[config.mk]
export PLATFORM = sky130hd
export DESIGN_NAME = write_channels_resp_flat
export DESIGN_NICKNAME = d
export VERILOG_FILES = /design/src/rtl/write_channels_resp_if.sv /design/src/rtl/write_channels_resp.sv /design/src/flat_wrapper.sv
export SDC_FILE = /design/constraint.sdc
export NUM_CORES = 1
export LEC_CHECK = 0
export ABC_AREA = 1
export CORE_ASPECT_RATIO = 1.75
export CORE_MARGIN = 2
export CORE_UTILIZATION = 41
export DETAILED_ROUTE_END_ITERATION = 8
export PLACE_DENSITY = 0.77
export SLEW_MARGIN = 10
export SYNTH_ARGS = -nofsm -noshare
export SYNTH_HDL_FRONTEND = slang
export SYNTH_SLANG_ARGS = --single-unit
[constraint.sdc]
create_clock -name clk -period 5.69 [get_ports clk]
set_input_delay 0.8535 -clock clk [delete_from_list [all_inputs] [get_ports clk]]
set_output_delay 0.8535 -clock clk [all_outputs]
set_load 0.01 [all_outputs]
[src/rtl/write_channels_resp_if.sv]
// Write-channel bundle for write_channels_resp.
//   aw*  : write-address channel (awvalid/awready, awid, awaddr, awatop)
//   w*   : write-data channel (wvalid/wready, wdata, wstrb, wlast)
//   b*   : write response (bvalid/bready, bid, bcomp: 1 = success)
//   mem_*: 128-bit line write to memory (mem_wmask bit 1 = byte NOT written)
// Modport slave is the write_channels_resp side; master is the requester
// plus memory side (testbench).
interface write_channels_resp_if;
   logic         awvalid;
   logic         awready;
   logic [3:0]   awid;
   logic [31:0]  awaddr;
   logic [5:0]   awatop;

   logic         wvalid;
   logic         wready;
   logic [31:0]  wdata;
   logic [31:0]  wstrb;
   logic         wlast;

   logic         bvalid;
   logic         bready;
   logic [3:0]   bid;
   logic         bcomp;

   logic         mem_wreq;
   logic [27:0]  mem_addr;
   logic [127:0] mem_wdata;
   logic [15:0]  mem_wmask;
   logic         mem_wack;

   modport slave (
      input  awvalid, awid, awaddr, awatop,
      output awready,
      input  wvalid, wdata, wstrb, wlast,
      output wready,
      output bvalid, bid, bcomp,
      input  bready,
      output mem_wreq, mem_addr, mem_wdata, mem_wmask,
      input  mem_wack
   );

   modport master (
      output awvalid, awid, awaddr, awatop,
      input  awready,
      output wvalid, wdata, wstrb, wlast,
      input  wready,
      input  bvalid, bid, bcomp,
      output bready,
      input  mem_wreq, mem_addr, mem_wdata, mem_wmask,
      output mem_wack
   );
endinterface

[src/rtl/write_channels_resp.sv]
// Collects one write burst (AW + W beats) into a 128-bit line, issues it as a
// single masked line write to memory, then returns a B response.
// Ports:
//   clk  - sole clock, rising edge
//   rst  - asynchronous active-high reset
//   bus  - write_channels_resp_if.slave (AW, W, B channels and memory write)
// Parameter WACK_TIMEOUT: max MEMWR cycles waiting for mem_wack before the
// write is abandoned and an error response is returned.
module write_channels_resp #(
   parameter int unsigned WACK_TIMEOUT = 255
) (
   input  logic                  clk,
   input  logic                  rst,
   write_channels_resp_if.slave  bus
);

   localparam int unsigned CW = (WACK_TIMEOUT > 1) ? $clog2(WACK_TIMEOUT + 1) : 1;

   typedef enum logic [1:0] {IDLE, DATA, MEMWR, RESP} state_t;

   state_t         state, state_next;
   logic [3:0]     id_q;
   logic [27:0]    addr_q;
   logic [1:0]     idx;
   logic [2:0]     beat_cnt;   // saturates at 4; bit 2 marks a full line
   logic [127:0]   line;
   logic [15:0]    mask;
   logic           err;
   logic           err_set;
   logic [CW-1:0]  wait_cnt;
   logic           w_hs;
   logic           tmo;
   logic           unused;

   assign w_hs = bus.wvalid & (state == DATA);
   assign tmo  = (32'(wait_cnt) + 32'd1) >= WACK_TIMEOUT;

   // Next state; err_set flags an error raised in this cycle so that a
   // wlast beat which is itself the overflow beat skips MEMWR.
   always_comb begin
      state_next = state;
      err_set    = 1'b0;
      case (state)
         IDLE:    if (bus.awvalid) state_next = DATA;
         DATA: begin
            if (w_hs) begin
               err_set = beat_cnt[2];
               if (bus.wlast) state_next = (err | err_set) ? RESP : MEMWR;
            end
         end
         MEMWR: begin
            if (bus.mem_wack) begin
               state_next = RESP;
            end else if (tmo) begin
               state_next = RESP;
               err_set    = 1'b1;
            end
         end
         RESP:    if (bus.bready) state_next = IDLE;
         default: state_next = IDLE;
      endcase
   end

   always_ff @(posedge clk or posedge rst) begin
      if (rst) begin
         state    <= IDLE;
         id_q     <= '0;
         addr_q   <= '0;
         idx      <= '0;
         beat_cnt <= '0;
         line     <= '0;
         mask     <= '1;
         err      <= 1'b0;
         wait_cnt <= '0;
      end else begin
         state <= state_next;
         if (state == IDLE && bus.awvalid) begin
            id_q     <= bus.awid;
            addr_q   <= bus.awaddr[31:4];
            idx      <= bus.awaddr[3:2];
            beat_cnt <= '0;
            line     <= '0;
            mask     <= '1;
            err      <= |bus.awatop;
            wait_cnt <= '0;
         end
         // Beats past the fourth are accepted but never touch the line.
         if (w_hs && !beat_cnt[2]) begin
            line[{idx, 5'd0} +: 32] <= bus.wdata;
            mask[{idx, 2'd0} +: 4]  <= mask[{idx, 2'd0} +: 4] & ~bus.wstrb[3:0];
            idx                     <= idx + 2'd1;
            beat_cnt                <= beat_cnt + 3'd1;
         end
         if (state == MEMWR) wait_cnt <= wait_cnt + 1'b1;
         if (err_set) err <= 1'b1;
         if (state == RESP && bus.bready) err <= 1'b0;
      end
   end

   assign bus.awready   = (state == IDLE);
   assign bus.wready    = (state == DATA);
   assign bus.mem_wreq  = (state == MEMWR);
   assign bus.mem_addr  = addr_q;
   assign bus.mem_wdata = line;
   assign bus.mem_wmask = mask;
   assign bus.bvalid    = (state == RESP);
   assign bus.bid       = id_q;
   // Gated by RESP so bcomp reads 0 while idle and during reset.
   assign bus.bcomp     = (state == RESP) & ~err;

   assign unused = ^{bus.wstrb[31:4], bus.awaddr[1:0]};

endmodule

[src/flat_wrapper.sv]
// flat-port wrapper written by rule: the top's interface ports become plain ports
module write_channels_resp_flat 
#(
   parameter int unsigned WACK_TIMEOUT = 255
)
  (clk, rst, bus_awvalid, bus_awid, bus_awaddr, bus_awatop, bus_awready, bus_wvalid, bus_wdata, bus_wstrb, bus_wlast, bus_wready, bus_bvalid, bus_bid, bus_bcomp, bus_bready, bus_mem_wreq, bus_mem_addr, bus_mem_wdata, bus_mem_wmask, bus_mem_wack);
  write_channels_resp_if bus_i ();
  input  logic clk;
  input  logic rst;
  input wire logic [$bits(bus_i.awvalid)-1:0] bus_awvalid;
  input wire logic [$bits(bus_i.awid)-1:0] bus_awid;
  input wire logic [$bits(bus_i.awaddr)-1:0] bus_awaddr;
  input wire logic [$bits(bus_i.awatop)-1:0] bus_awatop;
  output wire logic [$bits(bus_i.awready)-1:0] bus_awready;
  input wire logic [$bits(bus_i.wvalid)-1:0] bus_wvalid;
  input wire logic [$bits(bus_i.wdata)-1:0] bus_wdata;
  input wire logic [$bits(bus_i.wstrb)-1:0] bus_wstrb;
  input wire logic [$bits(bus_i.wlast)-1:0] bus_wlast;
  output wire logic [$bits(bus_i.wready)-1:0] bus_wready;
  output wire logic [$bits(bus_i.bvalid)-1:0] bus_bvalid;
  output wire logic [$bits(bus_i.bid)-1:0] bus_bid;
  output wire logic [$bits(bus_i.bcomp)-1:0] bus_bcomp;
  input wire logic [$bits(bus_i.bready)-1:0] bus_bready;
  output wire logic [$bits(bus_i.mem_wreq)-1:0] bus_mem_wreq;
  output wire logic [$bits(bus_i.mem_addr)-1:0] bus_mem_addr;
  output wire logic [$bits(bus_i.mem_wdata)-1:0] bus_mem_wdata;
  output wire logic [$bits(bus_i.mem_wmask)-1:0] bus_mem_wmask;
  input wire logic [$bits(bus_i.mem_wack)-1:0] bus_mem_wack;
  assign bus_i.awvalid = bus_awvalid;
  assign bus_i.awid = bus_awid;
  assign bus_i.awaddr = bus_awaddr;
  assign bus_i.awatop = bus_awatop;
  assign bus_awready = bus_i.awready;
  assign bus_i.wvalid = bus_wvalid;
  assign bus_i.wdata = bus_wdata;
  assign bus_i.wstrb = bus_wstrb;
  assign bus_i.wlast = bus_wlast;
  assign bus_wready = bus_i.wready;
  assign bus_bvalid = bus_i.bvalid;
  assign bus_bid = bus_i.bid;
  assign bus_bcomp = bus_i.bcomp;
  assign bus_i.bready = bus_bready;
  assign bus_mem_wreq = bus_i.mem_wreq;
  assign bus_mem_addr = bus_i.mem_addr;
  assign bus_mem_wdata = bus_i.mem_wdata;
  assign bus_mem_wmask = bus_i.mem_wmask;
  assign bus_i.mem_wack = bus_mem_wack;
  write_channels_resp #(.WACK_TIMEOUT(WACK_TIMEOUT)) u_core (.clk(clk), .rst(rst), .bus(bus_i));
endmodule
==> summary.txt, run 1 <==
Routing
  – Total length of routed wires: 26600 um
  – Iter 0 DRT Violations: about 420
  – Number of detailed-route iterations in the first pass: 7
  – Average routed wire per standard cell: about 19 um
  – Total via count after detailed routing: 7322
  – DRC violations left: 0
  – Via/cell ratio: between 5 and 6
  – Post-route antenna net violation count: 0

Floorplanning
  – Initial core utilization: 0.419
  – Total I/O pin count: 294
  – Die Height: 192 um
  – Area of the core: a little under 0.02 mm^2
  – Die Wd: about 110 um
  – Overall die area: 0.0215 mm^2
  – Cell Rows: 68

Global route
  – Antenna violations before repair: 1
  – Met3 routing resource usage after global routing: 0.0609
  – Via count of the first global-routing pass: roughly 7600
  – Global-route usage over all layers: 0.250
  – Maximum number of pins on one net before global-route repair: 193
  – Most used routing layer in global routing: met2
  – First-pass GRT wire length: between 40000 and 50000 um
  – Fraction of met2 tracks used by global routing: 0.459
  – Leftover overflow at the end of global routing: 0
  – Met1 usage: 0.272

Clock tree
  – Clock transition at the registers of the reported paths: 0.07 ns
  – Clock tree from TritonCTS: yes
  – Worst-skew pair later-pin latency: 0.44 ns
  – CTS Hold Buffers Added: 0
  – Clk sinks: approximately 190
  – Post_cts resized: 0
  – CTS HTree Levels: 4
  – Post-CTS Setup Inserts: 0
  – Root buf cell: sky130_fd_sc_hd__clkbuf_16
  – Number of buffers created by CTS: 17
  – Maximum buffer depth of the clock tree: 2

Worst hold path
  – End point of the most critical hold path: u_core.bus.mem_wdata[115]
  – Type of the most critical hold path: reg2reg
  – Number of cells on the worst hold path: 2
  – Min-delay src: u_core.bus.mem_wdata[115]

Timing
  – Final setup violating endpoints: 0
  – Highest clock frequency the design can meet: approximately 270 MHz
  – Number of pins with negative max-slew slack in the final report: 0
  – Min Tclk post-route: approximately 3.7 ns
  – Worst-margin pin slew: 1.28 ns
  – Count of final hold-check violations: 0
  – Final total negative setup slack: 0 ns
  – Setup repair after global routing missed its margin: no
  – Fin Clk Skew: around 0.011 ns
  – Final-layout worst hold slack: approximately 0.48 ns
  – Final cycle utilization of the critical path: 0.656
  – Remaining max-slew budget at the tightest pin: 0.145

Cells and area
  – Layout Area Growth over Synthesis: 39.3%
  – Post-Layout Inst Area: between 0.01 and 0.015 mm^2
  – Final net count: between 1000 and 1500
  – Filler instances: between 1500 and 2000
  – Ratio of cells with drive above 1 in the final layout: 0.0722

Setup path
  – CP Capture Type: register
  – Data arrival at the endpoint of the critical path: 4.09 ns
  – Maximum fanout count along the critical path: 52
  – Worst setup path class: reg2reg
  – Worst reg2reg path startpoint: u_core.idx[0]
  – Kind of start point of the critical path: register
  – Flop-to-flop setup slack: 1.96 ns
  – R2R depth: 6
  – End of the worst register-to-register path: u_core.bus.mem_wmask[11]
  – Required arrival time at the worst endpoint: 6.05 ns

Synthesis
  – Dominant cells by area after synthesis: sky130_fd_sc_hd__dfrtp_1, sky130_fd_sc_hd__nand2_1, sky130_fd_sc_hd__o31ai_1
  – Syn Inst Count: about 900
  – Ys Warns: 0
  – Netlist Area Pre-Place: slightly above 0.008 mm^2
  – Sequential area share after synthesis: 0.581
  – Share of the synthesized area in the top cell type: 0.530
  – Mean cell area of the mapped netlist: 9.44 um^2
  – Count leader, synth: sky130_fd_sc_hd__nand2_1
  – Cell type with the highest aggregate area in the netlist: sky130_fd_sc_hd__dfrtp_1
  – Number of enable-type register cells in the synthesized netlist: 0
  – Ranking of synthesized cells by instance count: sky130_fd_sc_hd__nand2_1, sky130_fd_sc_hd__dfrtp_1, sky130_fd_sc_hd__o31ai_1
  – Net count after synthesis: approximately 1000
  – Most instantiated flip-flop cell in the synthesis netlist: sky130_fd_sc_hd__dfrtp_1
  – Synth Register Bits: roughly 190
  – Post-synth ARST share: 1.00
  – Post-synth cell types: 34

Status
  – Status: finished clean

Placed design
  – Area after DPL: ~0.011 mm^2
  – Total of buffers placed on input and output ports: around 260
  – DP HPWL: approximately 17000 um
  – Global placement routability congestion: approximately 0.87

Power and ir drop
  – Static Leak: between 5 and 6 nW
  – Cell Pwr Density: 479 mW/mm^2
  – Max VDD drop: about 400 uV

Job
  – Reported max-cap violation count: 0
## how the worst max path moves through the flow
stage	start	endpoint	slack (ns)	cells after the start
floorplan	rst	u_core.beat_cnt[0]	2.37	1
global placement	u_core.idx[0]	u_core.bus.mem_wdata[89]	2.04	5
detailed placement	u_core.idx[0]	u_core.bus.mem_wmask[8]	1.97	6
CTS	u_core.idx[0]	u_core.bus.mem_wmask[8]	1.96	6
global route	u_core.idx[0]	u_core.bus.mem_wmask[10]	1.68	6
finish	u_core.idx[0]	u_core.bus.mem_wmask[11]	1.96	6
## critical path: stages, from the launching register on
cell and delay (ns):
sky130_fd_sc_hd__dfrtp_2 1.13, sky130_fd_sc_hd__inv_2 0.33, sky130_fd_sc_hd__ha_1 0.78, sky130_fd_sc_hd__clkinv_1 0.25, sky130_fd_sc_hd__nor2_4 0.85, sky130_fd_sc_hd__nand2_1 0.12, sky130_fd_sc_hd__a22oi_1 0.17
## power by group
part           total (W)  leakage (nW)  switching (W)  internal, W
registers        0.00206          2.56       0.000306      0.00175
clock network    0.00111         0.262       0.000547     0.000565
logic            0.00236          2.43        0.00141     0.000956
## layer usage
| metal | up-vias | share of wire |
|---|---|---|
| li1 | 3403 | - |
| met1 | 3579 | 0.36 |
| met2 | 278 | 0.53 |
| met3 | 62 | 0.062 |
| met4 | 0 | 0.042 |
| met5 | - | 0 |
## state kept, by name (all words and copies together) (netlist names)
name and count:
u_core.err 1, u_core.bus.mem_wdata 128, u_core.beat_cnt 3, u_core.idx 2
u_core.wait_cnt 8, u_core.bus.bid 4, u_core.bus.mem_wmask 16, u_core.bus.mem_addr 28
u_core.state 2
## placed cells by master, fill, tap and decap left out, types with 10 or more instances in the layout
master                            netlist  layout
sky130_fd_sc_hd__clkdlybuf4s50_1        0     263
sky130_fd_sc_hd__nor2_1                57      57
sky130_fd_sc_hd__a21oi_1               21      21
sky130_fd_sc_hd__o21ai_0               45      45
sky130_fd_sc_hd__ha_1                  12      11
sky130_fd_sc_hd__dfrtp_1              176     175
sky130_fd_sc_hd__o31ai_1               64      64
sky130_fd_sc_hd__nand3_1               48      48
sky130_fd_sc_hd__a32o_1                32      32
sky130_fd_sc_hd__clkbuf_16              0      17
sky130_fd_sc_hd__dfstp_2               16      16
sky130_fd_sc_hd__nand2_1              236     235
sky130_fd_sc_hd__nand2_2               10      10
sky130_fd_sc_hd__inv_1                 62      60
## cell families (layout without fill, tap and decap cells)
logic type	Yosys count	after routing	share of synthesized area
adders and majority gates	12	12	0.0181
AOI/OAI and AO/OA	187	187	0.156
xor gates and xnor gates	1	1	0.00105
DFF	192	192	0.581
other	0	1	0
and+or+nand+nor	361	361	0.179
buffers and inverters	127	369	0.0651
## layout make-up
type                    count  area [um^2]  area share
diodes                      1         2.50    0.000216
clock buffers              18          429      0.0371
clock inverters            14          105     0.00909
inverters                  70          269      0.0233
multi-input cells         561         2960       0.255
flip-flops and latches    192         4830       0.417
well taps                 245          307      0.0265
repair buffers            267         2680       0.231
## through the flow
step	setup WS [ns]	cells	power, W	util
detailed placement	1.97	1335	0.00445	0.556
finish	1.96	1368	0.00554	0.584
global route	1.68	1367	0.00587	0.583
floorplan	2.37	880	0.00327	-
global placement	2.04	1335	0.00439	0.556
CTS	1.96	1367	0.00557	0.583
Note: power is estimated with default switching activity, not from simulation.
==> inputs of run 2 (changes only) <==
clock period = 3.27 ns   (was 5.69 ns; I/O delays follow)
==> summary.txt, run 2 (same netlist as run 1, synthesis figures left out) <==
Clock tree
  – Maximum buffer depth of the clock tree: 2 (unchanged)
  – Post-CTS Setup Inserts: 0 (unchanged)
  – CTS Hold Buffers Added: 0 (unchanged)
  – Worst-skew pair later-pin latency: 0.44 ns (about the same)
  – Clock tree from TritonCTS: yes
  – Number of buffers created by CTS: 17 (unchanged)
  – Root buf cell: sky130_fd_sc_hd__clkbuf_16
  – Clock transition at the registers of the reported paths: 0.08 ns (about the same)
  – Clk sinks: 192 (unchanged)
  – Post_cts resized: 0 (unchanged)
  – CTS HTree Levels: 4 (unchanged)

Power and ir drop
  – Cell Int Power: 0.00576 W (+76%)
  – Net switching fraction of the power: 0.406 (-0.00242)
  – Part of the total power dissipated in combinational logic: 0.442 (+0.015)
  – Static Leak: 5.30 nW (+1.1%)
  – Switching pwr: 0.00394 W (+74%)
  – Cell Pwr Density: 831 mW/mm^2 (+74%)
  – Clock network power share: 0.200 (about the same)
  – Part of the total power dissipated in sequential elements: 0.358 (-0.014)
  – Max VDD drop: 470 uV (+20%)

Routing
  – Iter 0 DRT Violations: 498 (+20%)
  – Post-route antenna net violation count: 0 (unchanged)
  – Total length of routed wires: 26600 um (-0.23%)
  – Total via count after detailed routing: 7438 (+1.6%)
  – DRC violations left: 0 (unchanged)
  – Average routed wire per standard cell: 19.3 um (-1.1%)
  – Number of detailed-route iterations in the first pass: 8 (+1)
  – Via/cell ratio: 5.39 (+0.70%)

Setup path
  – Worst reg2reg path startpoint: u_core.idx[1]
  – Critical path buffers and inverters: 1 (-1)
  – End of the worst register-to-register path: u_core.bus.mem_wdata[15]
  – CP Capture Type: register
  – CP Depth: 5 (-1)
  – Data arrival at the endpoint of the critical path: 2.87 ns (-1.22 ns)
  – Cell chain of the critical path: inv_1 > ha_1 > nor2_1 > nand2_2 > o21ai_0
  – Worst setup path class: reg2reg
  – Critical Path Max Stage Delay: 0.51 ns (-0.62 ns)
  – Required arrival time at the worst endpoint: 3.61 ns (-2.44 ns)
  – Cell family with most CP delay: simple AND/OR/NAND/NOR gates
  – Maximum fanout count along the critical path: 32 (-38%)
  – R2R depth: 5 (-1)
  – Kind of start point of the critical path: register
  – Cell with the largest stage delay on the worst path: sky130_fd_sc_hd__nand2_2
  – Flop-to-flop setup slack: 0.73 ns (-1.23 ns)

Global route
  – Via count of the first global-routing pass: 7644 (+0.94%)
  – Global-route usage over all layers: 0.245 (-0.00536)
  – Leftover overflow at the end of global routing: 0 (unchanged)
  – Maximum number of pins on one net before global-route repair: 87 (-55%)
  – Antenna violations before repair: 1 (unchanged)
  – First-pass GRT wire length: 41200 um (-0.68%)

Placed design
  – Area after DPL: 0.0111 mm^2 (+0.93%)
  – Number of placed instances, taps included: 1347 (+0.90%)
  – DP HPWL: 18000 um (+5.1%)
  – Post-place setup slack: 0.751 ns (-1.22 ns)
  – Total of buffers placed on input and output ports: 263 (unchanged)
  – Global placement routability congestion: 0.831 (-4.9%)

Cells and area
  – Non-Filler Instances: 1380 (+0.88%)
  – Ratio of cells with drive above 1 in the final layout: 0.0802 (+0.00805)
  – Commonest non-fill, non-tap cells in the layout: sky130_fd_sc_hd__clkdlybuf4s50_1, sky130_fd_sc_hd__nand2_1, sky130_fd_sc_hd__dfrtp_1
  – Final net count: 1246 (+0.97%)
  – Flip-flop count of the largest register after layout: 128 (unchanged)
  – Most frequent standard cell in the layout excluding fill and tap cells: sky130_fd_sc_hd__clkdlybuf4s50_1
  – Layout Area Growth over Synthesis: 40.5%
  – Post-Layout Inst Area: 0.0117 mm^2 (+0.87%)

Timing
  – Min Tclk post-route: 2.54 ns (-1.19 ns)
  – Post-route setup slack: 0.734 ns (-1.23 ns)
  – Final setup violating endpoints: 0 (unchanged)
  – Fin Clk Skew: 0.0110 ns (+0.000263 ns)
  – Setup repair after global routing missed its margin: no
  – Worst-margin pin slew: 0.759 ns (-0.524 ns)
  – Count of final hold-check violations: 0 (unchanged)
  – Final total negative setup slack: 0 ns (unchanged)
  – Final cycle utilization of the critical path: 0.776 (+0.120)
  – Number of pins with negative max-slew slack in the final report: 0 (unchanged)
  – Highest clock frequency the design can meet: 394 MHz (+47%)
  – Remaining max-slew budget at the tightest pin: 0.494 (+0.348)

Worst hold path
  – End point of the most critical hold path: u_core.bus.bid[0]
  – Number of cells on the worst hold path: 2 (unchanged)
  – Min-delay src: u_core.bus.bid[0]
  – Type of the most critical hold path: reg2reg

Status
  – Status: finished clean

Job
  – Reported max-cap violation count: 0 (unchanged)

Floorplanning
  – Initial core utilization: 0.419 (unchanged)
  – Overall die area: 0.0215 mm^2 (unchanged)
  – Die Height: 192 um (unchanged)
  – Die Wd: 112 um (unchanged)
  – Cell Rows: 68 (unchanged)
  – Total I/O pin count: 294 (unchanged)
  – Area of the core: 0.0198 mm^2 (unchanged)
[run 2: cell count changes in the layout (fill, tap and decap cells not counted)]
cell and change:
sky130_fd_sc_hd__buf_4 +11, sky130_fd_sc_hd__inv_6 +1, sky130_fd_sc_hd__clkbuf_1 +1, sky130_fd_sc_hd__clkinv_2 -2
sky130_fd_sc_hd__clkinv_4 -1, sky130_fd_sc_hd__clkinv_1 +1, sky130_fd_sc_hd__buf_12 +1
[run 2: worst max-delay path by stage]
stage | start | endpoint | slack (ns)
floorplan | rst | u_core.beat_cnt[0] | 0.32
global placement | bus_awvalid | u_core.bus.mem_wdata[114] | 0.79
detailed placement | bus_awvalid | u_core.bus.mem_wdata[100] | 0.75
CTS | u_core.idx[1] | u_core.bus.mem_wdata[15] | 0.75
global route | u_core.idx[1] | u_core.bus.mem_wdata[6] | 0.53
finish | u_core.idx[1] | u_core.bus.mem_wdata[15] | 0.73
[run 2: area by class of cell]
| type | count | area, um^2 |
|---|---|---|
| fill | 1666 | 8160 |
| clock inverter | 13 | 98.8 |
| multi-input combinational | 561 | 2960 |
| sequential | 192 | 4830 |
| clock buffer | 19 | 433 |
| inverter | 70 | 269 |
| timing repair buffer | 279 | 2780 |
| tap | 245 | 307 |
| antenna | 1 | 2.50 |
[run 2: power by group through the flow]
stage | Sequential, W | Combinational (W) | Clock, W
floorplan | 0.00369 | 0.00200 | 0
global placement | 0.00347 | 0.00422 | 0
detailed placement | 0.00349 | 0.00429 | 0
CTS | 0.00346 | 0.00431 | 0.00197
global route | 0.00354 | 0.00465 | 0.00207
finish | 0.00347 | 0.00428 | 0.00194
[run 2: per-stage QoR]
stage | utilization | power, W | hold WS [ns]
2_1_floorplan | - | 0.00569 | 0.446
3_3_place_gp | 0.562 | 0.00770 | 0.461
3_5_place_dp | 0.562 | 0.00779 | 0.464
4_1_cts | 0.588 | 0.00975 | 0.483
5_1_grt | 0.588 | 0.0103 | 0.504
6_report | 0.589 | 0.00970 | 0.481
[run 2: layer usage]
metal	vias up	GRT usage	wire [um]
met5	-	0	0
met4	0	0.122	1190
met3	70	0.0449	1500
met2	282	0.447	14200
met1	3652	0.272	9690
li1	3434	-	-
[run 2: worst register-to-register path, cell delays in order, from the launching register on]
cell,delay (ns)
sky130_fd_sc_hd__dfrtp_1,0.49
sky130_fd_sc_hd__inv_1,0.22
sky130_fd_sc_hd__ha_1,0.47
sky130_fd_sc_hd__nor2_1,0.37
sky130_fd_sc_hd__nand2_2,0.51
sky130_fd_sc_hd__o21ai_0,0.37
